==> src/rtl/mult_pkg.sv <==
// mult_pkg: shared FSM state, parameter legality check and truncation column mask
package mult_pkg;
   typedef enum logic [1:0] {IDLE, RUN, DONE} state_t;
   localparam int MAX_W = 64;
   function automatic logic step_bits_ok(input int s);
      return s == 1 || s == 2 || s == 4;
   endfunction
   // bit p is kept when its product column p + lo_col reaches trunc
   function automatic logic [MAX_W-1:0] col_mask(input int lo_col, input int trunc);
      logic [MAX_W-1:0] m;
      for (int p = 0; p < MAX_W; p++) m[p] = p + lo_col >= trunc;
      return m;
   endfunction
endpackage

==> src/rtl/approx_pp_step.sv <==
// approx_pp_step: one iteration's masked, shifted partial product (combinational)
//  a       in   WIDTH      multiplicand
//  b_slice in   STEP_BITS  multiplier bits consumed this step
//  step    in   CW         step index k; slice bit m sits at column k*STEP_BITS+m
//  approx  in   1          drop partial-product bits in columns below TRUNC
//  pp      out  2*WIDTH    sum of a*b_slice[m] << column, masked in approx mode
module approx_pp_step
   import mult_pkg::*;
#(
   parameter int WIDTH     = 16,
   parameter int STEP_BITS = 1,
   parameter int TRUNC     = 8,
   parameter int CW        = 4
) (
   input  logic [WIDTH-1:0]     a,
   input  logic [STEP_BITS-1:0] b_slice,
   input  logic [CW-1:0]        step,
   input  logic                 approx,
   output logic [2*WIDTH-1:0]   pp
);
   logic [WIDTH-1:0] am [STEP_BITS];
   for (genvar g = 0; g < STEP_BITS; g++) begin : g_row
      assign am[g] = approx ? a & WIDTH'(col_mask(int'(step) * STEP_BITS + g, TRUNC)) : a;
   end
   always_comb begin
      pp = '0;
      for (int m = 0; m < STEP_BITS; m++)
         pp = pp + (b_slice[m] ? {{WIDTH{1'b0}}, am[m]} << (int'(step) * STEP_BITS + m) : '0);
   end
endmodule

==> src/rtl/approx_mult_iter.sv <==
// approx_mult_iter: iterative unsigned multiplier with run-time selectable truncation
//  clk, rst              clock, synchronous active-high reset
//  in_valid/in_ready     operand handshake; in_ready high only while idle
//  in_a, in_b, in_approx operands and mode (1 = truncated product)
//  out_valid/out_ready   result handshake; result held until taken
//  out_prod, out_approx  product and the mode it was computed in
module approx_mult_iter
   import mult_pkg::*;
#(
   parameter int WIDTH     = 16,
   parameter int STEP_BITS = 1,
   parameter int TRUNC     = 8,
   parameter int COMP_EN   = 0
) (
   input  logic                 clk,
   input  logic                 rst,
   input  logic                 in_valid,
   output logic                 in_ready,
   input  logic [WIDTH-1:0]     in_a,
   input  logic [WIDTH-1:0]     in_b,
   input  logic                 in_approx,
   output logic                 out_valid,
   input  logic                 out_ready,
   output logic [2*WIDTH-1:0]   out_prod,
   output logic                 out_approx
);
   localparam int N  = WIDTH / STEP_BITS;
   localparam int CW = N > 1 ? $clog2(N) : 1;
   // bias compensation for the dropped columns, applied once on the last step
   localparam logic [2*WIDTH-1:0] COMP = (COMP_EN != 0 && TRUNC > 0) ?
      (2*WIDTH)'(1) << (TRUNC > 0 ? TRUNC - 1 : 0) : '0;
   if (!step_bits_ok(STEP_BITS) || WIDTH % STEP_BITS != 0 || WIDTH > MAX_W ||
       TRUNC < 0 || TRUNC > 2*WIDTH - 1) begin : g_bad_params
      $error("approx_mult_iter: illegal WIDTH/STEP_BITS/TRUNC combination");
   end
   state_t               state;
   logic [CW-1:0]        cnt;
   logic [WIDTH-1:0]     a_r, b_r;
   logic                 approx_r;
   logic [2*WIDTH-1:0]   acc, pp, sum;
   logic                 last;
   approx_pp_step #(.WIDTH(WIDTH), .STEP_BITS(STEP_BITS), .TRUNC(TRUNC), .CW(CW)) u_pp (
      .a(a_r),
      .b_slice(b_r[STEP_BITS-1:0]),
      .step(cnt),
      .approx(approx_r),
      .pp(pp)
   );
   assign last = cnt == CW'(N - 1);
   assign sum  = acc + pp + ((last && approx_r) ? COMP : '0);
   always_ff @(posedge clk) begin
      if (rst) begin
         state      <= IDLE;
         in_ready   <= 1'b1;
         out_valid  <= 1'b0;
         out_prod   <= '0;
         out_approx <= 1'b0;
         cnt        <= '0;
         acc        <= '0;
         a_r        <= '0;
         b_r        <= '0;
         approx_r   <= 1'b0;
      end else begin
         case (state)
            IDLE: if (in_valid) begin
               a_r      <= in_a;
               b_r      <= in_b;
               approx_r <= in_approx;
               acc      <= '0;
               cnt      <= '0;
               in_ready <= 1'b0;
               state    <= RUN;
            end
            RUN: begin
               // the multiplier shifts down so the current slice is always at the bottom
               acc <= sum;
               b_r <= b_r >> STEP_BITS;
               cnt <= cnt + CW'(1);
               if (last) begin
                  cnt        <= '0;
                  out_valid  <= 1'b1;
                  out_prod   <= sum;
                  out_approx <= approx_r;
                  state      <= DONE;
               end
            end
            DONE: if (out_ready) begin
               out_valid <= 1'b0;
               in_ready  <= 1'b1;
               state     <= IDLE;
            end
            default: state <= IDLE;
         endcase
      end
   end
endmodule

==> config.mk <==
export PLATFORM = sky130hd
export DESIGN_NAME = approx_mult_iter
export DESIGN_NICKNAME = d
export VERILOG_FILES = /design/src/rtl/mult_pkg.sv /design/src/rtl/approx_pp_step.sv /design/src/rtl/approx_mult_iter.sv
export SDC_FILE = /design/constraint.sdc
export NUM_CORES = 1
export LEC_CHECK = 0
export BUFFER_PORTS_ARGS = -buffer_cell sky130_fd_sc_hd__clkbuf_2
export CORE_ASPECT_RATIO = 2
export CORE_MARGIN = 2
export CORE_UTILIZATION = 55
export DETAILED_ROUTE_END_ITERATION = 16
export HOLD_SLACK_MARGIN = 0.1
export MAX_ROUTING_LAYER = met4
export PLACE_DENSITY = 0.75
export SKIP_LAST_GASP = 1
export SYNTH_ARGS = -nofsm -noshare
export SYNTH_HDL_FRONTEND = slang
export SYNTH_SLANG_ARGS = --single-unit
==> constraint.sdc <==
create_clock -name clk -period 5.3 [get_ports clk]
set_input_delay 1.59 -clock clk [delete_from_list [all_inputs] [get_ports clk]]
set_output_delay 1.59 -clock clk [all_outputs]
set_load 0.1 [all_outputs]
==> results of run 1 <==
## state kept, by name, summed over array words and instances, names as in the netlist
signal,cells
out_prod,32
out_approx,1
cnt,4
acc,32
state,2
approx_r,1
in_ready,1
a_r,16
out_valid,1
b_r,16
## power by group through the flow
stage | logic [uW] | registers (uW) | clock network, uW
2_1_floorplan | 130 | 851 | 0
3_3_place_gp | 192 | 852 | 0
3_5_place_dp | 193 | 853 | 0
4_1_cts | 194 | 834 | 734
5_1_grt | 216 | 837 | 764
6_report | 197 | 834 | 735
## synth_stat cells (14+ instances only)
cell      instances
dfxtp_1         106
ha_1             38
nor2_1           79
xnor2_1          22
clkbuf_1         45
nand2_1         172
o21ai_0          47
nand3_1          28
a22o_1           14
nor3_1           16
a311oi_1         17
a21oi_1         104
## through the flow
stage / worst slack, ns / setup TNS [ns] / hold WS, ns / instances
after detailed placement: 0.220 / 0 / 0.446 / 1075
final: 0.412 / 0 / 0.453 / 1091
after global placement: 0.185 / 0 / 0.443 / 1075
after CTS: 0.180 / 0 / 0.456 / 1091
after global routing: -0.0457 / -0.0457 / 0.472 / 1091
after floorplan: 1.16 / 0 / 0.432 / 893
## layer usage
layer	global-route usage, %	routed length, um	share of wire [%]	up-vias
li1	-	-	-	3268
met1	33.0	7420	36	3120
met2	57.4	10900	52	256
met3	6.95	1020	4.9	115
met4	25.6	1550	7.4	0
met5	-	0	0	-
## worst max-delay path by stage
stage                start            to  depth (start not counted)
finish              cnt[2]  out_prod[24]                         19
global placement    cnt[2]  out_prod[24]                         19
CTS                 cnt[2]  out_prod[24]                         19
floorplan           cnt[1]  out_prod[29]                         19
global route        cnt[2]  out_prod[24]                         18
detailed placement  cnt[2]  out_prod[24]                         19
## cell families (layout without fill, tap and decap cells)
logic type               Yosys count  count (layout)  share of synthesized area [%]
buffers and inverters             78             129                           4.48
adder cells (fa/ha/maj)           39              39                           7.40
AND/OR/NAND/NOR                  350             350                           22.9
multiplexers                      22              22                           3.96
XOR/XNOR                          28              28                           3.66
flip-flops                       106             106                           31.7
AO/OA/AOI/OAI                    270             270                           25.9
## critical path, delay by kind of cell (launching register included)
kind	cells	cell delay (ns)
adder cells (fa/ha/maj)	2	0.76
AO/OA/AOI/OAI	8	1.80
buffers and inverters	1	0.36
flip-flops	1	0.34
AND/OR/NAND/NOR	8	1.51
## cell type report
class                           instances  area, sq um
Clock buffer                           11          253
Clock inverter                          5         70.1
Fill cell                            1118         4490
Inverter                               16         60.1
Multi-Input combinational cell        709         4330
Sequential cell                       106         2120
Tap cell                              147          184
Timing Repair Buffer                   97          551
==> key figures, run 1 <==
Clocking
  • CTS Buffer Depth: 2
  • # resized after CTS: 0
  • CTS tree: yes
  • Clock tree sinks: 106
  • Clk Latency, worst-skew pair: 0.36 ns
  • Postcts setup bufs: 0
  • Clock root buffer: clkbuf_16
  • Number of H-tree levels: 3
  • CTS buffer count: 9
  • Hold-fix buffers, CTS: 0
  • Clock transition at path regs: 0.07 ns

Worst hold path
  • Hold EP: out_prod[23]
  • HP Start: out_prod[23]
  • HP Class: reg -> reg
  • Cell count of the worst hold path: 2

STA
  • Final hold vios: 0
  • Final setup viols: 0
  • RSZ-0062 raised after global routing: true
  • Ratio of final minimum period to clock period: 92.2%
  • Clock Skew: 0.0114 ns
  • Max Clk Rate: 205 MHz
  • Max-slew violations: 0
  • Worst Max-Slew Pin Slew: 1.21 ns
  • Slew margin rel.: 19.4%
  • Tmin final: 4.89 ns

Pwr
  • Comb pwr share: 11.2%
  • Static Leakage: 0.00299 uW
  • Sw Share: 27.3%
  • Peak supply drop: 0.172 mV
  • Pwr Density: 233 nW/um^2
  • Pwr Total: 1770 uW
  • Internal power: 1280 uW
  • Switching pwr: 481 uW
  • Clock power share: 41.6%
  • Sequential power share: 47.2%

Detailed routing
  • DRT iter0 DRCs: 304
  • DRT Pass-1 Iters: 7
  • Routed WL: 20.9 mm
  • Routed Antenna Nets: 0
  • Routed length per placed instance: 19.2 um
  • Vias per cell: 6.20
  • Vias: 6759
  • Drt drc: 0

Logic synthesis
  • Mapped Area: 6700 sq um
  • Area leader, netlist: dfxtp_1
  • Mapped Nets: 969
  • Top FF cell, synth: dfxtp_1
  • Synth async-reset ratio: 0%
  • Seq/Total Area, Yosys: 31.7%
  • Register bit total from synthesis: 106
  • Synth Instances: 893
  • Number of distinct library cells after synthesis: 67
  • YS warnings: 0
  • Largest cells by area after synthesis: dfxtp_1 (32%), nand2_1 (9.6%), a21oi_1 (7.8%)
  • Avg Cell Area, Syn: 7.50 sq um
  • Share of the synthesized area in the top cell type: 31.7%
  • EDFF count, synth: 0

Setup path
  • Worst Path Max Fanout: 37
  • Reg2reg start: cnt[2]
  • Crit start category: flop
  • CP Data Required Time: 5.55 ns
  • Setup CP Type: reg -> reg
  • Reg2reg path depth: 19
  • Crit-path slowest cell: ha_1
  • Critical Path, Cell by Cell: buf_4, ha_2, and2_1, a21oi_1, o21ai_0, o21ai_0, a32oi_1, nand2_1, o21ai_0, nor2_1, ha_1, nand4_1, nor2_1, nand4_1, nand2_1, a21oi_1, a311oi_2, nor4b_1, a211o_1
  • CP Capture Type: flop
  • Reg2Reg Capture Point: out_prod[24]
  • FF-to-FF setup slack: 0.41 ns
  • Crit path largest cell delay: 0.41 ns
  • CP most frequent cell: o21ai_0
  • Worst endpoint data arrival time: 5.14 ns

GRT
  • Initial antenna violation count: 0
  • Overflow after GRT: 0
  • Vias in the first global route: 6750
  • Largest net degree at the start of global routing: 57
  • Global-route usage over all layers: 34.2%
  • First-pass GRT wire length: 33.6 mm

Floorplan
  • Row cnt: 57
  • IO Pins: 72
  • Die area: 13100 sq um
  • Die Wd: 82.0 um
  • Core footprint: 12100 sq um
  • Die Ht: 160 um
  • Initial core utilization: 55.6%

Layout
  • Most frequent cells in the layout: nand2_1 (172), dfxtp_1 (106), a21oi_1 (104)
  • Fin area: 7560 sq um
  • Most common library cell in the layout ignoring fill and taps: nand2_1
  • Fraction of layout cells with a size suffix above 1: 15.3%
  • Layout area overhead: 12.9%
  • Fin util: 62.8%
  • Layout net count: 1015
  • Diode count: 0

Outcome
  • Status: finished clean

Place
  • Port bufs: 71
  • Placed instance area: 7210 sq um
  • Placed wire-length estimate: 15.6 mm
  • Final GP Congestion: 1.04

Job
  • Max-Cap Viols: 0
No activity file was read; power rests on OpenSTA's default activity.
==> inputs of run 2 (changes only) <==
CORE_UTILIZATION = 59   (was 55)
CTS_BUF_LIST = sky130_fd_sc_hd__clkbuf_16   (was unset)
CTS_CLUSTER_SIZE = 25   (was unset)
PLACE_DENSITY = 0.8   (was 0.75)
==> run 2 against run 1 <==
  * Flip-flop and latch count unchanged
  * Register-to-register slack worse by 0.07 ns
  * Hold slack better by 0.0023 ns
  * Count of clock-buffer cells in the layout down 2
  * Clock power down 12%
  * Via count down 0.64%
  * Worst setup slack worse by 0.070 ns
  * Total power down 5.3%
  * Clock skew down 0.0011 ns
  * Die area down 6.5%
  * Largest cell class unchanged
==> key figures, run 2 (synthesis gave the netlist of run 1 again) <==
Clocking
  • CTS buffer count: 9 (unchanged)
  • CTS tree: yes (unchanged)
  • Clock root buffer: clkbuf_16 (unchanged)
  • Number of H-tree levels: 3 (unchanged)
  • CTS Buffer Depth: 2 (unchanged)
  • Clock transition at path regs: 0.08 ns (was 0.07 ns)
  • Postcts setup bufs: 0 (unchanged)
  • Clk Latency, worst-skew pair: 0.36 ns (about the same)
  • Clock tree sinks: 106 (unchanged)

STA
  • Worst Max-Slew Pin Slew: 1.11 ns (was 1.21 ns)
  • Setup_tns: 0 ns (unchanged)
  • Tmin final: 4.96 ns (was 4.89 ns)
  • Slew margin rel.: 25.9% (was 19.4%)
  • Ratio of final minimum period to clock period: 93.6% (was 92.2%)
  • Clock Skew: 0.0103 ns (was 0.0114 ns)
  • Max-slew violations: 0 (unchanged)
  • Max Clk Rate: 202 MHz (was 205 MHz)
  • PnR worst setup slack: 0.341 ns (was 0.412 ns)
  • RSZ-0062 raised after global routing: false (was true)
  • Final hold vios: 0 (unchanged)
  • Final setup viols: 0 (unchanged)

Place
  • Final GP Congestion: 1.09 (was 1.04)
  • Pre-CTS setup slack: 0.384 ns (was 0.220 ns)
  • Port bufs: 71 (unchanged)
  • Placed wire-length estimate: 15.1 mm (was 15.6 mm)

Job
  • Max-Cap Viols: 0 (unchanged)

Floorplan
  • Die area: 12300 sq um (was 13100 sq um)
  • Die Ht: 155 um (was 160 um)
  • Die Wd: 79.3 um (was 82.0 um)
  • Initial core utilization: 59.7% (was 55.6%)
  • Row cnt: 55 (was 57)
  • IO Pins: 72 (unchanged)
  • Core footprint: 11200 sq um (was 12100 sq um)

GRT
  • Largest net degree at the start of global routing: 52 (was 57)
  • Overflow after GRT: 0 (unchanged)
  • Vias in the first global route: 6674 (was 6750)
  • Global-route usage over all layers: 34.1% (was 34.2%)
  • First-pass GRT wire length: 32.1 mm (was 33.6 mm)
  • Initial antenna violation count: 0 (unchanged)

Detailed routing
  • Routed WL: 19.8 mm (was 20.9 mm)
  • Routed met3 length: 687 um (was 1.02 mm)
  • Drt drc: 0 (unchanged)
  • Wire length on met1: 7.08 mm (was 7.42 mm)
  • Routed Antenna Nets: 0 (unchanged)
  • Routed length on met2: 10.8 mm (was 10.9 mm)
  • Routed length per placed instance: 18.4 um (was 19.2 um)
  • Top routing layer used: met4 (unchanged)
  • Vias per cell: 6.23 (was 6.20)
  • DRT Pass-1 Iters: 5 (was 7)
  • Vias: 6716 (was 6759)
  • DRT iter0 DRCs: 263 (was 304)

Worst hold path
  • Cell count of the worst hold path: 2 (unchanged)
  • HP Class: reg -> reg (unchanged)

Layout
  • Largest regs: acc x32, out_prod x32 (unchanged)
  • Diode count: 0 (unchanged)
  • Fraction of layout cells with a size suffix above 1: 14.1% (was 15.3%)
  • Layout area overhead: 10.9% (was 12.9%)
  • Most frequent cells in the layout: nand2_1 (172), dfxtp_1 (106), a21oi_1 (104) (unchanged)
  • Sequential cell area: 2120 sq um (unchanged)
  • Fillers: 1015 (was 1118)
  • Layout net count: 1007 (was 1015)
  • Multi-input logic area: 4300 sq um (was 4330 sq um)
  • Most common library cell in the layout ignoring fill and taps: nand2_1 (unchanged)

Setup path
  • Worst endpoint data arrival time: 5.21 ns (was 5.14 ns)
  • Setup CP Type: reg -> reg (unchanged)
  • CP Capture Type: flop (unchanged)
  • Worst Path Max Fanout: 37 (unchanged)
  • Reg2reg path depth: 18 (was 19)
  • Crit start category: flop (unchanged)
  • CP Data Required Time: 5.55 ns (about the same)

Pwr
  • Peak supply drop: 0.155 mV (was 0.172 mV)
  • Static Leakage: 0.00292 uW (was 0.00299 uW)
  • Pwr Density: 225 nW/um^2 (was 233 nW/um^2)

Outcome
  • Status: finished clean (unchanged)
## run 2: power breakdown
| group | switching [uW] | total (uW) | internal [uW] | leakage [uW] |
|---|---|---|---|---|
| logic | 125 | 188 | 63.9 | 0.00193 |
| registers | 18.2 | 835 | 817 | 0.000861 |
| clock network | 326 | 649 | 323 | 0.000131 |
| total | 469 | 1670 | 1200 | 0.00292 |
## run 2: what timing repair did
| item | 4_1_cts | 5_1_grt |
|---|---|---|
| hold buffers | 0 | 0 |
| endpoints found under the setup margin | 0 | 1 |
| resized for setup | 0 | 1 |
## run 2: path summary, 6_finish.rpt
check              start            to  slack, ns
max               cnt[2]  out_prod[24]       0.34
min          out_prod[7]   out_prod[7]       0.46
max reg2reg       cnt[2]  out_prod[24]       0.34
min reg2reg  out_prod[7]   out_prod[7]       0.46
## run 2: routing by layer
layer / vias up / global-route usage [%]
li1: 3258 / -
met4: 0 / 22.2
met3: 93 / 4.73
met2: 228 / 62.8
met5: - / -
met1: 3137 / 31.9
## run 2: final cells by class
| class | instances | area share, % |
|---|---|---|
| Multi-Input combinational cell | 709 | 57.9 |
| Sequential cell | 106 | 28.6 |
| Timing Repair Buffer | 89 | 6.60 |
| Clock buffer | 9 | 3.03 |
| Tap cell | 142 | 2.39 |
| Inverter | 16 | 0.809 |
| Clock inverter | 7 | 0.708 |
## run 2: critical path, stage by stage (launching register included)
cell and delay [ns]:
dfxtp_1 0.34, buf_4 0.35, ha_1 0.39, and2_1 0.18, a21oi_1 0.06, o21ai_0 0.32, o21ai_0 0.22, o21ai_0 0.35
mux2_2 0.25, o2bb2ai_1 0.13, ha_1 0.42, a21oi_1 0.11, o21ai_0 0.49, nand2_1 0.10, o21ai_0 0.09, a21oi_1 0.11
a311oi_1 0.52, nor4b_1 0.12, a211o_1 0.28
## run 2: through the flow
stage	cell area (sq um)	std cells	util (%)	power, uW	hold WS [ns]
finish	7430	1078	66.2	1670	0.455
global route	7430	1078	66.2	1730	0.476
CTS	7420	1078	66.2	1670	0.458
detailed placement	7140	1062	63.7	1040	0.447
global placement	7140	1062	63.7	1040	0.441
floorplan	6700	893	-	980	0.432
==> inputs of run 3 (changes only) <==
SYNTH_HIERARCHICAL = 1   (was unset)
==> run 3 against run 2 <==
  * Global-route usage down 0.28 points
  * Final area shrank 4.2%
  * Die area fell by 4.3%
  * Maximum frequency rose by 6.0%
  * Routed wire length decreased by 1.7%
  * Clock skew grew 0.0017 ns
==> key figures, run 3 <==
Clocking
  • Number of H-tree levels: 3 (unchanged)
  • Clock tree sinks: 106 (unchanged)
  • Postcts setup bufs: 0 (unchanged)
  • Hold-fix buffers, CTS: 0 (unchanged)
  • Clk Latency, worst-skew pair: 0.36 ns (about the same)
  • # resized after CTS: 0 (unchanged)
  • Clock root buffer: clkbuf_16 (unchanged)
  • CTS tree: yes (unchanged)
  • CTS buffer count: 9 (unchanged)
  • CTS Buffer Depth: 2 (unchanged)
  • Clock transition at path regs: 0.08 ns (about the same)

Pwr
  • Pwr Total: 1730 uW (was 1670 uW)
  • Peak supply drop: 0.242 mV (was 0.155 mV)
  • Pwr Density: 244 nW/um^2 (was 225 nW/um^2)
  • Static Leakage: 0.00300 uW (was 0.00292 uW)

Detailed routing
  • DRT iter0 DRCs: 407 (was 263)
  • Routed length per placed instance: 19.6 um (was 18.4 um)
  • Wire length on met1: 7.02 mm (was 7.08 mm)
  • Routed Antenna Nets: 0 (unchanged)
  • Routed WL: 19.5 mm (was 19.8 mm)
  • DRT Pass-1 Iters: 5 (unchanged)
  • Top routing layer used: met4 (unchanged)
  • Vias per cell: 6.33 (was 6.23)
  • Routed length on met2: 10.3 mm (was 10.8 mm)
  • Routed met3 length: 903 um (was 687 um)
  • Drt drc: 0 (unchanged)
  • Vias: 6308 (was 6716)

GRT
  • Largest net degree at the start of global routing: 67 (was 52)
  • Global-route usage over all layers: 33.8% (was 34.1%)
  • Overflow after GRT: 0 (unchanged)
  • Vias in the first global route: 6102 (was 6674)
  • Initial antenna violation count: 0 (unchanged)
  • First-pass GRT wire length: 30.2 mm (was 32.1 mm)

Layout
  • Most common library cell in the layout ignoring fill and taps: nand2_1 (unchanged)
  • Fraction of layout cells with a size suffix above 1: 14.8% (was 14.1%)
  • Most frequent cells in the layout: nand2_1 (154), dfxtp_1 (106), a21oi_1 (78) (was nand2_1 (172), dfxtp_1 (106), a21oi_1 (104))
  • Layout area overhead: 11.1% (was 10.9%)
  • Layout net count: 924 (was 1007)
  • Finished Layout Cells: 996 (was 1078)
  • Diode count: 0 (unchanged)
  • Fillers: 925 (was 1015)
  • Largest regs: acc x32, out_prod x32 (unchanged)

Logic synthesis
  • Compound-cell area share of the yosys netlist: 25.8% (was 25.9%)
  • Synth Instances: 815 (was 893)
  • Register bit total from synthesis: 106 (unchanged)
  • Synth cell count leaders: nand2_1 (154), dfxtp_1 (106), a21oi_1 (78), nor2_1 (75), clkbuf_1 (46) (was nand2_1 (172), dfxtp_1 (106), a21oi_1 (104), nor2_1 (79), o21ai_0 (47))
  • Area leader, netlist: dfxtp_1 (unchanged)
  • YS warnings: 6 (was 0)
  • Number of distinct library cells after synthesis: 72 (was 67)
  • Synth async-reset ratio: 0% (unchanged)
  • Post-Synth Adder-Cell Area: 6.57% (was 7.40%)
  • Largest cells by area after synthesis: dfxtp_1 (33%), nand2_1 (9.0%), ha_1 (6.3%) (was dfxtp_1 (32%), nand2_1 (9.6%), a21oi_1 (7.8%))
  • Post-synthesis mux area share: 4.12% (was 3.96%)
  • Share of the synthesized area in the top cell type: 33.2% (was 31.7%)
  • Post-Synth XOR/XNOR Area: 4.24% (was 3.66%)
  • Mapped Area: 6400 sq um (was 6700 sq um)
  • Top FF cell, synth: dfxtp_1 (unchanged)
  • Count leader, synth: nand2_1 (unchanged)
  • EDFF count, synth: 0 (unchanged)
  • Synth Area in Simple Gates: 21.2% (was 22.9%)
  • Seq/Total Area, Yosys: 33.2% (was 31.7%)
  • Mapped Nets: 885 (was 969)
  • Largest family of logic cells by synthesized area: compound AO/OA/AOI/OAI gates (unchanged)
  • Avg Cell Area, Syn: 7.85 sq um (was 7.50 sq um)

Worst hold path
  • HP Start: out_prod[16] (was out_prod[7])
  • HP Class: reg -> reg (unchanged)
  • Hold EP: out_prod[16] (was out_prod[7])
  • Cell count of the worst hold path: 2 (unchanged)

STA
  • Final hold vios: 0 (unchanged)
  • Tmin final: 4.68 ns (was 4.96 ns)
  • RSZ-0062 raised after global routing: false (unchanged)
  • Worst Max-Slew Pin Slew: 0.864 ns (was 1.11 ns)
  • Final setup viols: 0 (unchanged)
  • Slew margin rel.: 42.4% (was 25.9%)
  • Clock Skew: 0.0121 ns (was 0.0103 ns)
  • Max-slew violations: 0 (unchanged)
  • Setup_tns: 0 ns (unchanged)
  • Max Clk Rate: 214 MHz (was 202 MHz)
  • Ratio of final minimum period to clock period: 88.3% (was 93.6%)

Setup path
  • Worst endpoint data arrival time: 4.99 ns (was 5.21 ns)
  • FF-to-FF setup slack: 0.62 ns (was 0.34 ns)
  • CP Capture Type: flop (unchanged)
  • Setup CP Type: reg -> reg (unchanged)
  • Reg2Reg Capture Point: out_prod[29] (was out_prod[24])
  • Crit start category: flop (unchanged)
  • Crit path largest cell delay: 0.84 ns (was 0.52 ns)
  • Crit-path slowest cell: dfxtp_1 (was a311oi_1)
  • Critical Path, Cell by Cell: nor2b_1, a22o_1, a211o_1, o22ai_1, ha_1, nand4_1, nor3_1, o21ai_0, and3_1, o41ai_2, a31oi_1, o21ba_2, nor4_1, a211o_1 (was buf_4, ha_1, and2_1, a21oi_1, o21ai_0, o21ai_0, o21ai_0, mux2_2, o2bb2ai_1, ha_1, a21oi_1, o21ai_0, nand2_1, o21ai_0, a21oi_1, a311oi_1, nor4b_1, a211o_1)
  • CP Data Required Time: 5.61 ns (was 5.55 ns)
  • Worst Path Max Fanout: 19 (was 37)
  • Cell family with most CP delay: compound AO/OA/AOI/OAI gates (unchanged)
  • Reg2reg path depth: 14 (was 18)
  • CP most frequent cell: a211o_1 (was o21ai_0)
  • Crit path buf inv count: 0 (was 1)
  • Reg2reg start: cnt[2] (unchanged)

Floorplan
  • IO Pins: 72 (unchanged)
  • Die area: 11700 sq um (was 12300 sq um)
  • Row cnt: 53 (was 55)
  • Die Wd: 77.7 um (was 79.3 um)
  • Initial core utilization: 60.7% (was 59.7%)
  • Core footprint: 10500 sq um (was 11200 sq um)
  • Die Ht: 151 um (was 155 um)

Job
  • Max-Cap Viols: 0 (unchanged)

Place
  • Final GP Congestion: 1.00 (was 1.09)
  • Port bufs: 71 (unchanged)
  • DP Cell Count: 980 (was 1062)
  • Placed wire-length estimate: 15.0 mm (was 15.1 mm)

Outcome
  • Status: finished clean (unchanged)
[run 3: changes by cell type after synthesis, moves of 8 or more]
cell,change
nand3_1,-12
a22oi_1,+21
o21ai_0,-36
a31oi_1,-8
buf_1,-9
nand2_1,-18
a21oi_1,-26
[run 3: layout make-up]
class	instances	area (sq um)	share of cell area (%)
Inverter	14	52.6	0.739
Timing Repair Buffer	86	468	6.58
Clock inverter	7	92.6	1.30
Tap cell	137	171	2.41
Clock buffer	9	225	3.17
Multi-Input combinational cell	637	3980	56.0
Sequential cell	106	2120	29.8
[run 3: layer usage]
layer	vias to the layer above	global-route usage (%)
li1	3002	-
met4	0	22.1
met3	79	4.71
met1	2969	32.8
met2	258	61.8
met5	-	-
[run 3: cells by family (layout without fill, tap and decap cells)]
| family | count (synthesis) | in the layout |
|---|---|---|
| xor+xnor | 31 | 31 |
| buf+inv | 72 | 116 |
| mux | 24 | 24 |
| simple gates | 311 | 311 |
| compound gates | 237 | 237 |
| flops | 106 | 106 |
| other cells | 1 | 1 |
| fa+ha+maj | 33 | 33 |
[run 3: worst max-delay path by stage]
stage          startpoint            to  depth (start not counted)
4_1_cts            cnt[2]  out_prod[29]                         14
3_5_place_dp       cnt[2]  out_prod[29]                         14
2_1_floorplan      cnt[2]  out_prod[30]                         14
3_3_place_gp       cnt[2]       acc[29]                         14
5_1_grt            cnt[1]  out_prod[29]                         14
6_report           cnt[2]  out_prod[29]                         14
[run 3: per-stage QoR]
stage               hold slack [ns]  util, %  worst slack [ns]  area, sq um
detailed placement            0.447     64.4             0.749         6790
global placement              0.440     64.4             0.824         6790
CTS                           0.458     67.4             0.720         7110
finish                        0.456     67.4             0.621         7110
global route                  0.483     67.4             0.349         7110
floorplan                     0.432        -              1.51         6400
[run 3: report_power, final]
| part | internal [uW] | leakage (uW) | switching, uW |
|---|---|---|---|
| registers | 818 | 0.000861 | 20.7 |
| logic | 63.5 | 0.00198 | 121 |
| clock network | 379 | 0.000155 | 330 |
[run 3: worst register-to-register path: cells and delay by family (launching register included)]
kind	cells	cell delay (ns)
fa+ha+maj	1	0.44
simple gates	5	1.48
compound gates	8	1.91
flops	1	0.84
